[src/rtl/cpu_pipe_pkg.sv]
// cpu_pipe_pkg: shared widths, instruction field positions and fetch FSM states
package cpu_pipe_pkg;
  localparam int PC_W_DEF    = 9;
  localparam int INSTR_W_DEF = 16;
  localparam int OPC_HI  = 15;
  localparam int OPC_LO  = 13;
  localparam int OP_HI   = 12;
  localparam int OP_LO   = 11;
  localparam int COND_HI = 10;
  localparam int COND_LO = 8;
  localparam logic [2:0] OPC_HALT = 3'b111;
  typedef enum logic {RUN, HALT} if_state_t;
endpackage

[src/rtl/if_stage_if.sv]
// if_stage_if: synchronous instruction-memory read port
interface if_stage_if #(
  parameter int PC_W    = cpu_pipe_pkg::PC_W_DEF,
  parameter int INSTR_W = cpu_pipe_pkg::INSTR_W_DEF
);
  logic [PC_W-1:0]    imem_addr;
  logic               imem_rd;
  logic [INSTR_W-1:0] imem_rdata;
  modport master (output imem_addr, output imem_rd, input imem_rdata);
  modport slave  (input imem_addr, input imem_rd, output imem_rdata);
endinterface

[src/rtl/if_stage_skid_buf.sv]
// if_skid_buf: one-entry holding register catching a fetch response during stall
module if_skid_buf #(
  parameter int PC_W    = cpu_pipe_pkg::PC_W_DEF,
  parameter int INSTR_W = cpu_pipe_pkg::INSTR_W_DEF
) (
  input  logic               clk,
  input  logic               Reset,
  input  logic               load,
  input  logic               unload,
  input  logic               clear,
  input  logic [INSTR_W-1:0] d_instr,
  input  logic [PC_W-1:0]    d_pc_plus1,
  output logic               q_valid,
  output logic [INSTR_W-1:0] q_instr,
  output logic [PC_W-1:0]    q_pc_plus1
);
  // occupancy: clear wins, then load, then unload
  always_ff @(posedge clk)
    if (Reset || clear) q_valid <= 1'b0;
    else if (load) q_valid <= 1'b1;
    else if (unload) q_valid <= 1'b0;
  // payload only changes on load
  always_ff @(posedge clk)
    if (Reset) begin
      q_instr    <= '0;
      q_pc_plus1 <= '0;
    end else if (load) begin
      q_instr    <= d_instr;
      q_pc_plus1 <= d_pc_plus1;
    end
endmodule

[src/rtl/if_stage.sv]
// if_stage: PC, instruction fetch, IF/ID register with skid, flush and HALT handling
module if_stage
  import cpu_pipe_pkg::*;
#(
  parameter int              PC_W     = PC_W_DEF,
  parameter int              INSTR_W  = INSTR_W_DEF,
  parameter logic [PC_W-1:0] RESET_PC = '0
) (
  input  logic               clk,
  input  logic               Reset,
  input  logic               stall,
  input  logic               flush,
  input  logic [PC_W-1:0]    flush_pc,
  if_stage_if.master         imem,
  output logic               id_valid,
  output logic [INSTR_W-1:0] id_instr,
  output logic [PC_W-1:0]    id_pc_plus1,
  output logic [2:0]         id_opCode,
  output logic [1:0]         id_op,
  output logic [2:0]         id_cond,
  output logic               halted
);
  if_state_t          state, state_nx;
  logic [PC_W-1:0]    pc, inflight_pc, resp_pc_plus1;
  logic               inflight, resp, halt_cap, issue;
  logic               skid_load, skid_unload, skid_valid;
  logic [INSTR_W-1:0] skid_instr;
  logic [PC_W-1:0]    skid_pc_plus1;

  // a response is only usable while running and not being redirected or reset
  always_comb begin
    resp          = inflight & (state == RUN) & ~flush & ~Reset;
    resp_pc_plus1 = inflight_pc + 1'b1;
    halt_cap      = resp & (imem.imem_rdata[OPC_HI:OPC_LO] == OPC_HALT);
    issue         = (state == RUN) & ~stall & ~flush & ~Reset & ~halt_cap;
    state_nx      = flush ? RUN : halt_cap ? HALT : state;
    skid_load     = resp & stall;
    skid_unload   = ~stall & ~flush & skid_valid;
  end

  // fetch FSM state register
  always_ff @(posedge clk)
    if (Reset) state <= RUN;
    else state <= state_nx;

  // PC advance, redirect and in-flight tracking
  always_ff @(posedge clk)
    if (Reset) begin
      pc          <= RESET_PC;
      inflight    <= 1'b0;
      inflight_pc <= '0;
    end else begin
      inflight <= issue;
      if (flush) pc <= flush_pc;
      else if (issue) begin
        pc          <= pc + 1'b1;
        inflight_pc <= pc;
      end
    end

  // IF/ID register: skid drains first, then a fresh response, else a bubble
  always_ff @(posedge clk)
    if (Reset) begin
      id_valid    <= 1'b0;
      id_instr    <= '0;
      id_pc_plus1 <= '0;
    end else if (flush) id_valid <= 1'b0;
    else if (!stall) begin
      id_valid <= skid_valid | resp;
      if (skid_valid) begin
        id_instr    <= skid_instr;
        id_pc_plus1 <= skid_pc_plus1;
      end else if (resp) begin
        id_instr    <= imem.imem_rdata;
        id_pc_plus1 <= resp_pc_plus1;
      end
    end

  if_skid_buf #(.PC_W(PC_W), .INSTR_W(INSTR_W)) u_skid (
    .clk        (clk),
    .Reset      (Reset),
    .load       (skid_load),
    .unload     (skid_unload),
    .clear      (flush),
    .d_instr    (imem.imem_rdata),
    .d_pc_plus1 (resp_pc_plus1),
    .q_valid    (skid_valid),
    .q_instr    (skid_instr),
    .q_pc_plus1 (skid_pc_plus1)
  );

  assign imem.imem_addr = pc;
  assign imem.imem_rd   = issue;
  assign halted         = (state == HALT);
  assign id_opCode      = id_instr[OPC_HI:OPC_LO];
  assign id_op          = id_instr[OP_HI:OP_LO];
  assign id_cond        = id_instr[COND_HI:COND_LO];
endmodule
[src/flat_wrapper.sv]
// flat-port wrapper written by rule: the top's interface ports become plain ports
module if_stage_flat import cpu_pipe_pkg::*;
#(
  parameter int              PC_W     = PC_W_DEF,
  parameter int              INSTR_W  = INSTR_W_DEF,
  parameter logic [PC_W-1:0] RESET_PC = '0
)
  (clk, Reset, stall, flush, flush_pc, id_valid, id_instr, id_pc_plus1, id_opCode, id_op, id_cond, halted, imem_imem_addr, imem_imem_rd, imem_imem_rdata);
  if_stage_if #(.PC_W(PC_W), .INSTR_W(INSTR_W)) imem_i ();
  input  logic clk;
  input  logic Reset;
  input  logic stall;
  input  logic flush;
  input  logic [PC_W-1:0] flush_pc;
  output logic id_valid;
  output logic [INSTR_W-1:0] id_instr;
  output logic [PC_W-1:0] id_pc_plus1;
  output logic [2:0] id_opCode;
  output logic [1:0] id_op;
  output logic [2:0] id_cond;
  output logic halted;
  output wire logic [$bits(imem_i.imem_addr)-1:0] imem_imem_addr;
  output wire logic [$bits(imem_i.imem_rd)-1:0] imem_imem_rd;
  input wire logic [$bits(imem_i.imem_rdata)-1:0] imem_imem_rdata;
  assign imem_imem_addr = imem_i.imem_addr;
  assign imem_imem_rd = imem_i.imem_rd;
  assign imem_i.imem_rdata = imem_imem_rdata;
  if_stage #(.PC_W(PC_W), .INSTR_W(INSTR_W), .RESET_PC(RESET_PC)) u_core (.clk(clk), .Reset(Reset), .stall(stall), .flush(flush), .flush_pc(flush_pc), .imem(imem_i), .id_valid(id_valid), .id_instr(id_instr), .id_pc_plus1(id_pc_plus1), .id_opCode(id_opCode), .id_op(id_op), .id_cond(id_cond), .halted(halted));
endmodule
[config.mk]
export PLATFORM = sky130hd
export DESIGN_NAME = if_stage_flat
export DESIGN_NICKNAME = d
export VERILOG_FILES = /design/src/rtl/cpu_pipe_pkg.sv /design/src/rtl/if_stage_if.sv /design/src/rtl/if_stage_skid_buf.sv /design/src/rtl/if_stage.sv /design/src/flat_wrapper.sv
export SDC_FILE = /design/constraint.sdc
export NUM_CORES = 1
export LEC_CHECK = 0
export CAP_MARGIN = 20
export CORE_MARGIN = 2
export CORE_UTILIZATION = 40
export CTS_CLUSTER_SIZE = 25
export DETAILED_ROUTE_END_ITERATION = 8
export GPL_TIMING_DRIVEN = 0
export PLACE_DENSITY = 0.65
export SLEW_MARGIN = 10
export SYNTH_ARGS = -nofsm -noshare
export SYNTH_HDL_FRONTEND = slang
export SYNTH_SLANG_ARGS = --single-unit
[constraint.sdc]
create_clock -name clk -period 2.3 [get_ports clk]
set_input_delay 0.69 -clock clk [delete_from_list [all_inputs] [get_ports clk]]
set_output_delay 0.69 -clock clk [all_outputs]
set_load 0.05 [all_outputs]
==> run summary <==
commonest non-fill, non-tap cells in the layout -> 75 x nand2_1, 72 x dfxtp_1, 49 x clkdlybuf4s50_1, 35 x a21oi_1, 33 x nor2_1
Crit path required time -> 1.61 ns
initial DRC count -> 107
clk_skew -> 0.00709 ns
dpl cell area -> 4010 sq um
via count -> 2952
fin util -> 55.1%
Top FF cell, synth -> dfxtp_1
antenna-violating nets left -> 0
Antenna Cells -> 0
fmax -> 442 MHz
DRC -> 0
endpoints failing setup -> 0
RSZ-0062 raised after global routing -> no
gr ovfl total -> 0
Ports -> 74
Syn Inst Count -> 373
Switching Power -> 0.671 mW
Initial Util -> 41.0%
Root Buffer -> clkbuf_8
Flop pwr share -> 50.3%
Seq/Total Area, Yosys -> 45.7%
status -> complete, no violations
DR WL/cell -> 14.4 microns
initial antenna violation count -> 0
dpl ws -> -1.35 ns
Crit path largest cell delay -> 0.24 ns
Power Total -> 2.57 mW
post-route cell area -> 4230 sq um
Final Non-Filler Cells -> 567
syn nets -> 404
Synth area leader -> dfxtp_1
total track usage -> 19.5%
PwrDens -> 608 nW/um^2
Combinational Power Share -> 10.9%
Std-Cell Core Area -> 7690 sq um
Slew HR -> 58.9%
Max FO, Critical Path -> 15
Worst Tran Pin Value -> 0.617 ns
delay-heaviest family, CP -> buffers and inverters
layout cells sized above 1 -> 11.8%
WP buf/inv -> 3
Die ar. -> 8610 sq um
top post-synthesis cells by area -> dfxtp_1 46%, nand2_1 8.9%, mux2i_1 5.7%
Final min period -> 2.26 ns
Final Hold Fails -> 0
Pint -> 1.90 mW
Hold WS -> 0.456 ns
VDD IR max -> 0.376 mV
CTS max path bufs -> 2
FFs w/ async S/R, synth -> 0%
Final Cycle Share -> 98.4%
Worst Hold Class -> reg -> reg
Synth top area share -> 45.7%
IO Port Bufs -> 73
CP endpoint kind -> output port
drt first pass iters -> 4
Final Wtd Congestion -> 0.822
critical path's slowest cell -> clkdlybuf4s15_2
CTS Buf Count -> 9
synth warn -> 0
die width -> 92.8 microns
TritonCTS clock tree -> built
detailed placement HPWL -> 6000 microns
final max-slew violation count -> 0
setup_tns -> 0 ns
Netlist cell types -> 43
critical path launch point type -> input port
Final Worst Setup Slack -> 0.0374 ns
# rows -> 32
CP Class -> in -> out
area grow syn2layout -> 34.3%
Clock power frac -> 38.9%
critical path arrival -> 1.57 ns
clk sinks -> 72
vias per cell -> 5.21
Reg clk slew, reported paths -> 0.07 ns
largest net degree at the start of global routing -> 13
Final nets -> 491
# Max-Cap Violations -> 0
Worst-Skew Late Latency -> 0.35 ns
global-route wire length before repair -> 13200 microns
Placed Cells -> 548
vias in the first global route -> 2714
R2R setup slack -> 0.55 ns
Post-synth EDFFs -> 0
WL final -> 8160 microns
synthesized flop and latch total -> 72
switching share of power -> 26.1%
CP Cell Sequence -> clkdlybuf4s15_2 > a41oi_4 > nand3_4 > inv_8 > buf_8
H-tree depth -> 3
commonest non-fill, non-tap cell in the layout -> nand2_1
cell area after synthesis -> 3150 sq um
leakage power -> 1.57 nW
mean post-synth cell area -> 8.45 sq um
die height -> 92.8 microns
## layer usage
| layer | GRT usage, % | up-vias | wire length [microns] |
|---|---|---|---|
| met3 | 3.91 | 7 | 451 |
| met5 | 0 | - | 0 |
| met4 | 7.84 | 0 | 111 |
| met1 | 26.3 | 1366 | 3860 |
| met2 | 30.5 | 88 | 3730 |
| li1 | - | 1491 | - |
## cells in the mapped netlist (2+ instances only)
cell type  number
xnor2_1         3
a211oi_1       22
buf_2          12
a311o_1         2
nor2_1         34
or3_1           2
o41ai_1         2
a2111oi_0       2
o21ai_0         8
a21oi_1        35
nor3_1          6
o21a_1          2
inv_1           7
a31oi_1         6
dfxtp_1        72
a31o_2          3
o211a_1         2
ha_1            2
nand3_1        12
clkbuf_1       11
buf_4           9
nand2_1        75
mux2i_1        18
and3_1          2
or4_1           2
xor2_1          2
o311ai_0        4
## sequential cells by signal, indices dropped and copies added, names as in the netlist
register	cells
u_core.id_instr	16
u_core.id_valid	1
u_core.u_skid.q_pc_plus1	9
u_core.inflight_pc	9
u_core.u_skid.q_valid	1
u_core.id_pc_plus1	9
u_core.inflight	1
u_core.imem.imem_addr	9
u_core.halted	1
u_core.u_skid.q_instr	16
## layout make-up
cell class,count,area [sq um]
fillers,714,3450
multi-input cells,261,1520
flip-flops and latches,72,1440
repair buffers,77,747
plain buffers,31,164
clock buffers,10,138
well taps,102,128
clock inverters,6,58.8
inverters,8,37.5
## tightest hold or removal path, cell delays in order (launching register included)
cell,delay (ns)
dfxtp_1,0.31
nand2_1,0.05
a21oi_1,0.05
## worst paths after layout
kind | from | end | cells after the start
worst max register to register | u_core.imem.imem_addr[0]$_SDFFE_PP0P_ | u_core.imem.imem_addr[4]$_SDFFE_PP0P_ | 5
worst min-delay path | u_core.id_pc_plus1[0]$_SDFFE_PP0P_ | u_core.id_pc_plus1[0]$_SDFFE_PP0P_ | 2
worst max-delay path | imem_imem_rdata[15] | imem_imem_rd | 5
worst min register to register | u_core.id_pc_plus1[0]$_SDFFE_PP0P_ | u_core.id_pc_plus1[0]$_SDFFE_PP0P_ | 2
## power groups by stage
| stage | Combinational [mW] | Clock, mW | Sequential [mW] |
|---|---|---|---|
| after CTS | 0.279 | 1.02 | 1.29 |
| after global placement | 0.280 | 0 | 1.32 |
| after global routing | 0.300 | 1.08 | 1.30 |
| after floorplan | 0.104 | 0 | 1.37 |
| after detailed placement | 0.280 | 0 | 1.32 |
| final | 0.279 | 0.999 | 1.29 |
## cell families after synthesis
kind of cell             after synthesis  synth area share [%]
AO/OA/AOI/OAI                         95                  20.7
XOR/XNOR                               5                  1.39
adder cells (fa/ha/maj)                2                 0.794
buffers and inverters                 40                  6.31
flip-flops                            72                  45.7
multiplexers                          19                  6.07
AND/OR/NAND/NOR                      140                  19.0
## timing repair
action / in CTS / in global routing
resized for setup: 43 / 7
hold buffers: 0 / 0
setup buffers: 2 / 2
gates cloned: 0 / 0
endpoints found under the setup margin: 15 / 4
pin swaps: 3 / 3
(Power assumes the default switching activity.)
